File: src/rtl/regfile_scoreboard_if.sv
// Decode/writeback-facing bundle of the integer register file with its pending-write scoreboard.
// The master side drives writeback, decode, issue and kill; the slave side returns read data and stall.
interface regfile_scoreboard_if #(
    parameter int XLEN = 32
);
    logic [4:0]      wb_rd;
    logic [XLEN-1:0] wb_write_data;
    logic            wb_regfile_wr_enable;
    logic [4:0]      id_rs1;
    logic [4:0]      id_rs2;
    logic            id_rs1_used;
    logic            id_rs2_used;
    logic            issue_valid;
    logic [4:0]      issue_rd;
    logic            issue_wr_enable;
    logic            kill_valid;
    logic [4:0]      kill_rd;
    logic [XLEN-1:0] rs1_data;
    logic [XLEN-1:0] rs2_data;
    logic            stall;

    modport master (
        output wb_rd, wb_write_data, wb_regfile_wr_enable,
        output id_rs1, id_rs2, id_rs1_used, id_rs2_used,
        output issue_valid, issue_rd, issue_wr_enable,
        output kill_valid, kill_rd,
        input  rs1_data, rs2_data, stall
    );

    modport slave (
        input  wb_rd, wb_write_data, wb_regfile_wr_enable,
        input  id_rs1, id_rs2, id_rs1_used, id_rs2_used,
        input  issue_valid, issue_rd, issue_wr_enable,
        input  kill_valid, kill_rd,
        output rs1_data, rs2_data, stall
    );
endinterface

File: src/rtl/regfile_scoreboard.sv
// Integer register file x0..x31 with write bypass on both read ports and a per-register
// pending-write counter that stalls decode on RAW hazards or when a counter would overflow.
module regfile_scoreboard #(
    parameter int XLEN  = 32,
    parameter int CNT_W = 2
) (
    input logic                 clk,
    input logic                 rst,
    regfile_scoreboard_if.slave bus
);
    logic [XLEN-1:0]  regs      [32];
    logic [CNT_W-1:0] pend      [32];
    logic [CNT_W-1:0] pend_next [32];
    logic [31:0]      inc;
    logic [31:0]      dec_wb;
    logic [31:0]      dec_k;
    logic [31:0]      underflow;
    logic             busy1;
    logic             busy2;
    logic             full;

    always_comb begin
        inc    = '0;
        dec_wb = '0;
        dec_k  = '0;
        for (int r = 1; r < 32; r++) begin
            inc[r]    = bus.issue_valid && !bus.stall && bus.issue_wr_enable && (bus.issue_rd == 5'(r));
            dec_wb[r] = bus.wb_regfile_wr_enable && (bus.wb_rd == 5'(r));
            dec_k[r]  = bus.kill_valid && (bus.kill_rd == 5'(r));
        end
    end

    // One net update per counter; a decrement that would go below zero clamps at zero.
    always_comb begin
        logic [CNT_W:0] up;
        logic [CNT_W:0] down;
        underflow    = '0;
        pend_next[0] = '0;
        up           = '0;
        down         = '0;
        for (int r = 1; r < 32; r++) begin
            up   = {1'b0, pend[r]} + (CNT_W+1)'(inc[r]);
            down = (CNT_W+1)'(dec_wb[r]) + (CNT_W+1)'(dec_k[r]);
            if (up < down) begin
                underflow[r] = 1'b1;
                pend_next[r] = '0;
            end else begin
                pend_next[r] = CNT_W'(up - down);
            end
        end
    end

    always_ff @(posedge clk) begin
        if (rst) begin
            for (int r = 0; r < 32; r++) begin
                regs[r] <= '0;
                pend[r] <= '0;
            end
        end else begin
            for (int r = 1; r < 32; r++) begin
                pend[r] <= pend_next[r];
            end
            if (bus.wb_regfile_wr_enable && bus.wb_rd != 5'd0) begin
                regs[bus.wb_rd] <= bus.wb_write_data;
            end
        end
    end

    always_ff @(posedge clk) begin
        if (!rst) begin
            assert (underflow == '0);
        end
    end

    always_comb begin
        bus.rs1_data = '0;
        bus.rs2_data = '0;
        if (bus.id_rs1 != 5'd0) begin
            bus.rs1_data = (bus.wb_regfile_wr_enable && bus.wb_rd == bus.id_rs1)
                           ? bus.wb_write_data : regs[bus.id_rs1];
        end
        if (bus.id_rs2 != 5'd0) begin
            bus.rs2_data = (bus.wb_regfile_wr_enable && bus.wb_rd == bus.id_rs2)
                           ? bus.wb_write_data : regs[bus.id_rs2];
        end
    end

    // A write landing this cycle is bypassed, so its own pending count does not hold decode.
    always_comb begin
        busy1 = bus.id_rs1_used && (bus.id_rs1 != 5'd0)
                && ((pend[bus.id_rs1] - CNT_W'(dec_wb[bus.id_rs1])) != '0);
        busy2 = bus.id_rs2_used && (bus.id_rs2 != 5'd0)
                && ((pend[bus.id_rs2] - CNT_W'(dec_wb[bus.id_rs2])) != '0);
        full  = bus.issue_wr_enable && (bus.issue_rd != 5'd0)
                && (pend[bus.issue_rd] == {CNT_W{1'b1}})
                && !dec_wb[bus.issue_rd] && !dec_k[bus.issue_rd];
        bus.stall = busy1 || busy2 || full;
    end
endmodule

File: src/flat_wrapper.sv
// flat-port wrapper written by rule: the top's interface ports become plain ports
module regfile_scoreboard_flat 
#(
    parameter int XLEN  = 32,
    parameter int CNT_W = 2
)
  (clk, rst, bus_wb_rd, bus_wb_write_data, bus_wb_regfile_wr_enable, bus_id_rs1, bus_id_rs2, bus_id_rs1_used, bus_id_rs2_used, bus_issue_valid, bus_issue_rd, bus_issue_wr_enable, bus_kill_valid, bus_kill_rd, bus_rs1_data, bus_rs2_data, bus_stall);
  regfile_scoreboard_if #(.XLEN(XLEN)) bus_i ();
  input logic clk;
  input logic rst;
  input wire logic [$bits(bus_i.wb_rd)-1:0] bus_wb_rd;
  input wire logic [$bits(bus_i.wb_write_data)-1:0] bus_wb_write_data;
  input wire logic [$bits(bus_i.wb_regfile_wr_enable)-1:0] bus_wb_regfile_wr_enable;
  input wire logic [$bits(bus_i.id_rs1)-1:0] bus_id_rs1;
  input wire logic [$bits(bus_i.id_rs2)-1:0] bus_id_rs2;
  input wire logic [$bits(bus_i.id_rs1_used)-1:0] bus_id_rs1_used;
  input wire logic [$bits(bus_i.id_rs2_used)-1:0] bus_id_rs2_used;
  input wire logic [$bits(bus_i.issue_valid)-1:0] bus_issue_valid;
  input wire logic [$bits(bus_i.issue_rd)-1:0] bus_issue_rd;
  input wire logic [$bits(bus_i.issue_wr_enable)-1:0] bus_issue_wr_enable;
  input wire logic [$bits(bus_i.kill_valid)-1:0] bus_kill_valid;
  input wire logic [$bits(bus_i.kill_rd)-1:0] bus_kill_rd;
  output wire logic [$bits(bus_i.rs1_data)-1:0] bus_rs1_data;
  output wire logic [$bits(bus_i.rs2_data)-1:0] bus_rs2_data;
  output wire logic [$bits(bus_i.stall)-1:0] bus_stall;
  assign bus_i.wb_rd = bus_wb_rd;
  assign bus_i.wb_write_data = bus_wb_write_data;
  assign bus_i.wb_regfile_wr_enable = bus_wb_regfile_wr_enable;
  assign bus_i.id_rs1 = bus_id_rs1;
  assign bus_i.id_rs2 = bus_id_rs2;
  assign bus_i.id_rs1_used = bus_id_rs1_used;
  assign bus_i.id_rs2_used = bus_id_rs2_used;
  assign bus_i.issue_valid = bus_issue_valid;
  assign bus_i.issue_rd = bus_issue_rd;
  assign bus_i.issue_wr_enable = bus_issue_wr_enable;
  assign bus_i.kill_valid = bus_kill_valid;
  assign bus_i.kill_rd = bus_kill_rd;
  assign bus_rs1_data = bus_i.rs1_data;
  assign bus_rs2_data = bus_i.rs2_data;
  assign bus_stall = bus_i.stall;
  regfile_scoreboard #(.XLEN(XLEN), .CNT_W(CNT_W)) u_core (.clk(clk), .rst(rst), .bus(bus_i));
endmodule
File: config.mk
export PLATFORM = sky130hd
export DESIGN_NAME = regfile_scoreboard_flat
export DESIGN_NICKNAME = d
export VERILOG_FILES = /design/src/rtl/regfile_scoreboard_if.sv /design/src/rtl/regfile_scoreboard.sv /design/src/flat_wrapper.sv
export SDC_FILE = /design/constraint.sdc
export NUM_CORES = 2
export LEC_CHECK = 0
export BUFFER_PORTS_ARGS = -buffer_cell sky130_fd_sc_hd__clkbuf_2
export CAP_MARGIN = 20
export CORE_MARGIN = 3
export CORE_UTILIZATION = 55
export DETAILED_ROUTE_END_ITERATION = 7
export PLACE_DENSITY_LB_ADDON = 0.08
export SYNTH_ARGS = -nofsm -noshare
export SYNTH_HDL_FRONTEND = slang
export SYNTH_SLANG_ARGS = --single-unit
File: constraint.sdc
create_clock -name clk -period 4 [get_ports clk]
set_input_delay 0.2 -clock clk [delete_from_list [all_inputs] [get_ports clk]]
set_output_delay 0.2 -clock clk [all_outputs]
set_load 0.02 [all_outputs]
==> impl_metrics.tcl <==
set metrics [dict create \
    p_sw_mw 7.05 \
    drive_gt1_share_pct 29.3 \
    critPathArrivalTime_ns 4.45 \
    vdd_ir_drop_max_uv 337 \
    whs_ns 0.198 \
    maxClockFrequency_ghz 0.262 \
    first_iter_violations 5943 \
    intPower_mw 21.2 \
    viasPerCell 6.78 \
    min_period_ns 3.82 \
    final_cell_mix "edfxtp_1, and2_1, mux4_2, nor2_1, buf_4" \
    ant_nets 0 \
    required_ns 4.64 \
    grt_pass1_vias 39418 \
    slew_headroom_pct 28.4 \
    power.share.switching_pct 25.0 \
    drt_wl_total_um 202000 \
    dp_hpwl_um 117000 \
    power.leakage_nw 24.5 \
    fin_worst_skew_ns 0.0233 \
    worstSetupEndpointType "flip-flop" \
    io_pins 130 \
    p_per_area_nw_per_um2 405 \
    syn_inst 4190 \
    critPathKind "reg2reg" \
    htreeDepth 3 \
    synthArstFlopShare_pct 0 \
    fin_nets 4464 \
    regToRegStartpoint "u_core.pend[15][1]" \
    clock_latency_ns 0.73 \
    clockBufferDepth 3 \
    cts-root-buf "clkbuf_16" \
    io_buffers 129 \
    status "completed" \
    power_frac_seq_pct 47.2 \
    pwr-share-clk_pct 39.5 \
    cap_violations 0 \
    grt_pass1_wl_um 287000 \
    grt_overflow 0 \
    worst_setup_path_start_kind "flip-flop" \
    cts_tree "built" \
    final_common_cell "edfxtp_1" \
    final-setup-viol-count 0 \
    synthFlopType "edfxtp_1" \
    antenna_found_initial 16 \
    period_share_pct 95.4 \
    hold_viol_final 0 \
    critPathLaunch "u_core.pend[15][1]" \
    crit_fanout 5 \
    place_congestion 0.951 \
    vias 39713 \
    fp.dieW_um 343 \
    hold_class "in2reg" \
    synth_edf_count 1024 \
    synth_cell_type_count 73 \
    avgSynthCellArea_um2 14.9 \
    first_pass_iters 6 \
    drv_slew 0 \
    tightest_slew_ns 1.07 \
    routedWlPerCell_um 34.4 \
    num_rows 123 \
    start_util_pct 55.6 \
    tns_ns 0 \
    synth.cell_area_um2 62600 \
    core_um2 113000 \
    ys_seq_area_share_pct 51.1 \
    grt_usage_pct 34.6 \
    die_area_um2 118000 \
    clk_pin_slew_ns 0.06 \
    die_h_um 343 \
    hp-start "bus_wb_write_data[29]" \
    clkSinkCount 1086 \
    grt_max_degree 121 \
    syn2layout_area_growth_pct 11.3 \
    fillers 8400 \
    cts-buffers-inserted 116 \
    cts_setup_buffers 0 \
    ys_ff_latch 1086 \
    combPwrFrac_pct 13.3 \
    rsz0062_at_grt "no" \
    drc 0 \
    ys_warn_count 0 \
]
## critical path: stages (launching register included)
cell and delay (ns):
dfxtp_1 0.38, mux4_2 0.49, o31a_1 0.12, mux4_2 0.46
o21ai_1 0.08, nor4_1 0.09, a31oi_1 0.19, nand3_2 0.18
buf_4 0.19, nor4_1 0.40, buf_4 0.18, ha_1 0.19
fa_1 0.44, xor2_1 0.18, nor3b_1 0.16
## sequential cells by signal, indices dropped and copies added, names as in the netlist
register / flops
u_core.pend: 62
u_core.regs: 1024
## synthesized netlist by cell type (8+ instances only)
| cell type | count | share of area, % |
|---|---|---|
| buf_4 | 11 | 0.13 |
| nand3_1 | 24 | 0.19 |
| clkbuf_1 | 289 | 1.7 |
| nand3b_1 | 12 | 0.14 |
| buf_1 | 28 | 0.17 |
| nand4_1 | 10 | 0.10 |
| nor3_1 | 65 | 0.52 |
| mux2_2 | 8 | 0.14 |
| ha_1 | 124 | 2.5 |
| or2_2 | 38 | 0.38 |
| buf_2 | 95 | 0.76 |
| nand2b_1 | 9 | 0.090 |
| o21ai_0 | 13 | 0.10 |
| and2_1 | 992 | 9.9 |
| xor2_1 | 38 | 0.53 |
| mux2i_1 | 78 | 1.2 |
| edfxtp_1 | 1024 | 49 |
| nor2b_1 | 11 | 0.11 |
| nand2_1 | 43 | 0.26 |
| xnor2_1 | 8 | 0.11 |
| nor4_1 | 10 | 0.10 |
| nor3b_1 | 39 | 0.47 |
| fa_1 | 31 | 0.99 |
| a211oi_1 | 65 | 0.78 |
| dfxtp_1 | 62 | 2.0 |
| nand4b_1 | 8 | 0.11 |
| a21oi_1 | 29 | 0.23 |
| inv_1 | 66 | 0.40 |
| mux4_2 | 674 | 24 |
| nor2_1 | 205 | 1.2 |
## layout make-up
cell class	count	area, µm²	area share [%]
Timing Repair Buffer	331	2690	3.86
Clock buffer	149	3160	4.54
Multi-Input combinational cell	2642	29000	41.5
Antenna cell	12	30.0	0.0431
Inverter	67	254	0.365
Clock inverter	71	726	1.04
Sequential cell	1086	32000	45.9
Tap cell	1500	1880	2.69
## layer usage
layer / track usage [%] / up-vias / part of all wire, % / wire length [µm]
met3: 6.84 / 473 / 11 / 22700
met5: 0 / - / 0 / 0
li1: - / 16141 / - / -
met1: 48.5 / 20497 / 38 / 75800
met2: 54.1 / 2602 / 47 / 94800
met4: 13.4 / 0 / 4.2 / 8380
## final timing paths
path | slack [ns] | cells past startpoint | endpoint
worst max-delay path | 0.18 | 14 | u_core.pend[26][1]
worst min-delay path | 0.20 | 2 | u_core.regs[3][29]
worst max register to register | 0.18 | 14 | u_core.pend[26][1]
worst min register to register | 0.76 | 3 | u_core.pend[4][1]
## cell families (layout without fill, tap and decap cells)
kind of cell / after synthesis / count (layout) / synth area share (%)
xor gates and xnor gates: 47 / 47 / 0.670
other: 1 / 44 / 0.00599
AOI/OAI and AO/OA: 155 / 155 / 1.78
and+or+nand+nor: 1493 / 1493 / 14.1
DFF: 1086 / 1086 / 51.1
buffers and inverters: 493 / 618 / 3.25
muxes: 760 / 760 / 25.6
adders and majority gates: 155 / 155 / 3.47
## power by group through the flow
| stage | logic, mW | registers [mW] | clock network, mW |
|---|---|---|---|
| 6_report | 3.76 | 13.3 | 11.1 |
| 5_1_grt | 3.91 | 13.4 | 11.7 |
| 4_1_cts | 3.75 | 13.3 | 11.2 |
| 3_5_place_dp | 3.74 | 13.5 | 0 |
| 3_3_place_gp | 3.73 | 13.5 | 0 |
| 2_1_floorplan | 2.44 | 13.4 | 0 |
## repair_timing
| item | in CTS | in global routing |
|---|---|---|
| hold endpoints to repair | 15 | 0 |
| setup endpoints to repair | 0 | 1 |
| hold buffers | 1 | 0 |
| gates resized for setup | 0 | 1 |
## metrics by stage
stage	std cells	worst slack [ns]	cell area (µm²)	utilization, %	total power [mW]
2_1_floorplan	4221	0.678	62700	-	15.9
3_3_place_gp	5624	-0.0144	65700	58.3	17.2
3_5_place_dp	5625	-0.0222	65700	58.4	17.3
4_1_cts	5846	0.132	69600	61.8	28.3
5_1_grt	5846	0.0142	69700	61.8	28.9
6_report	5858	0.183	69700	61.9	28.2
Note: power is estimated with default switching activity, not from simulation.
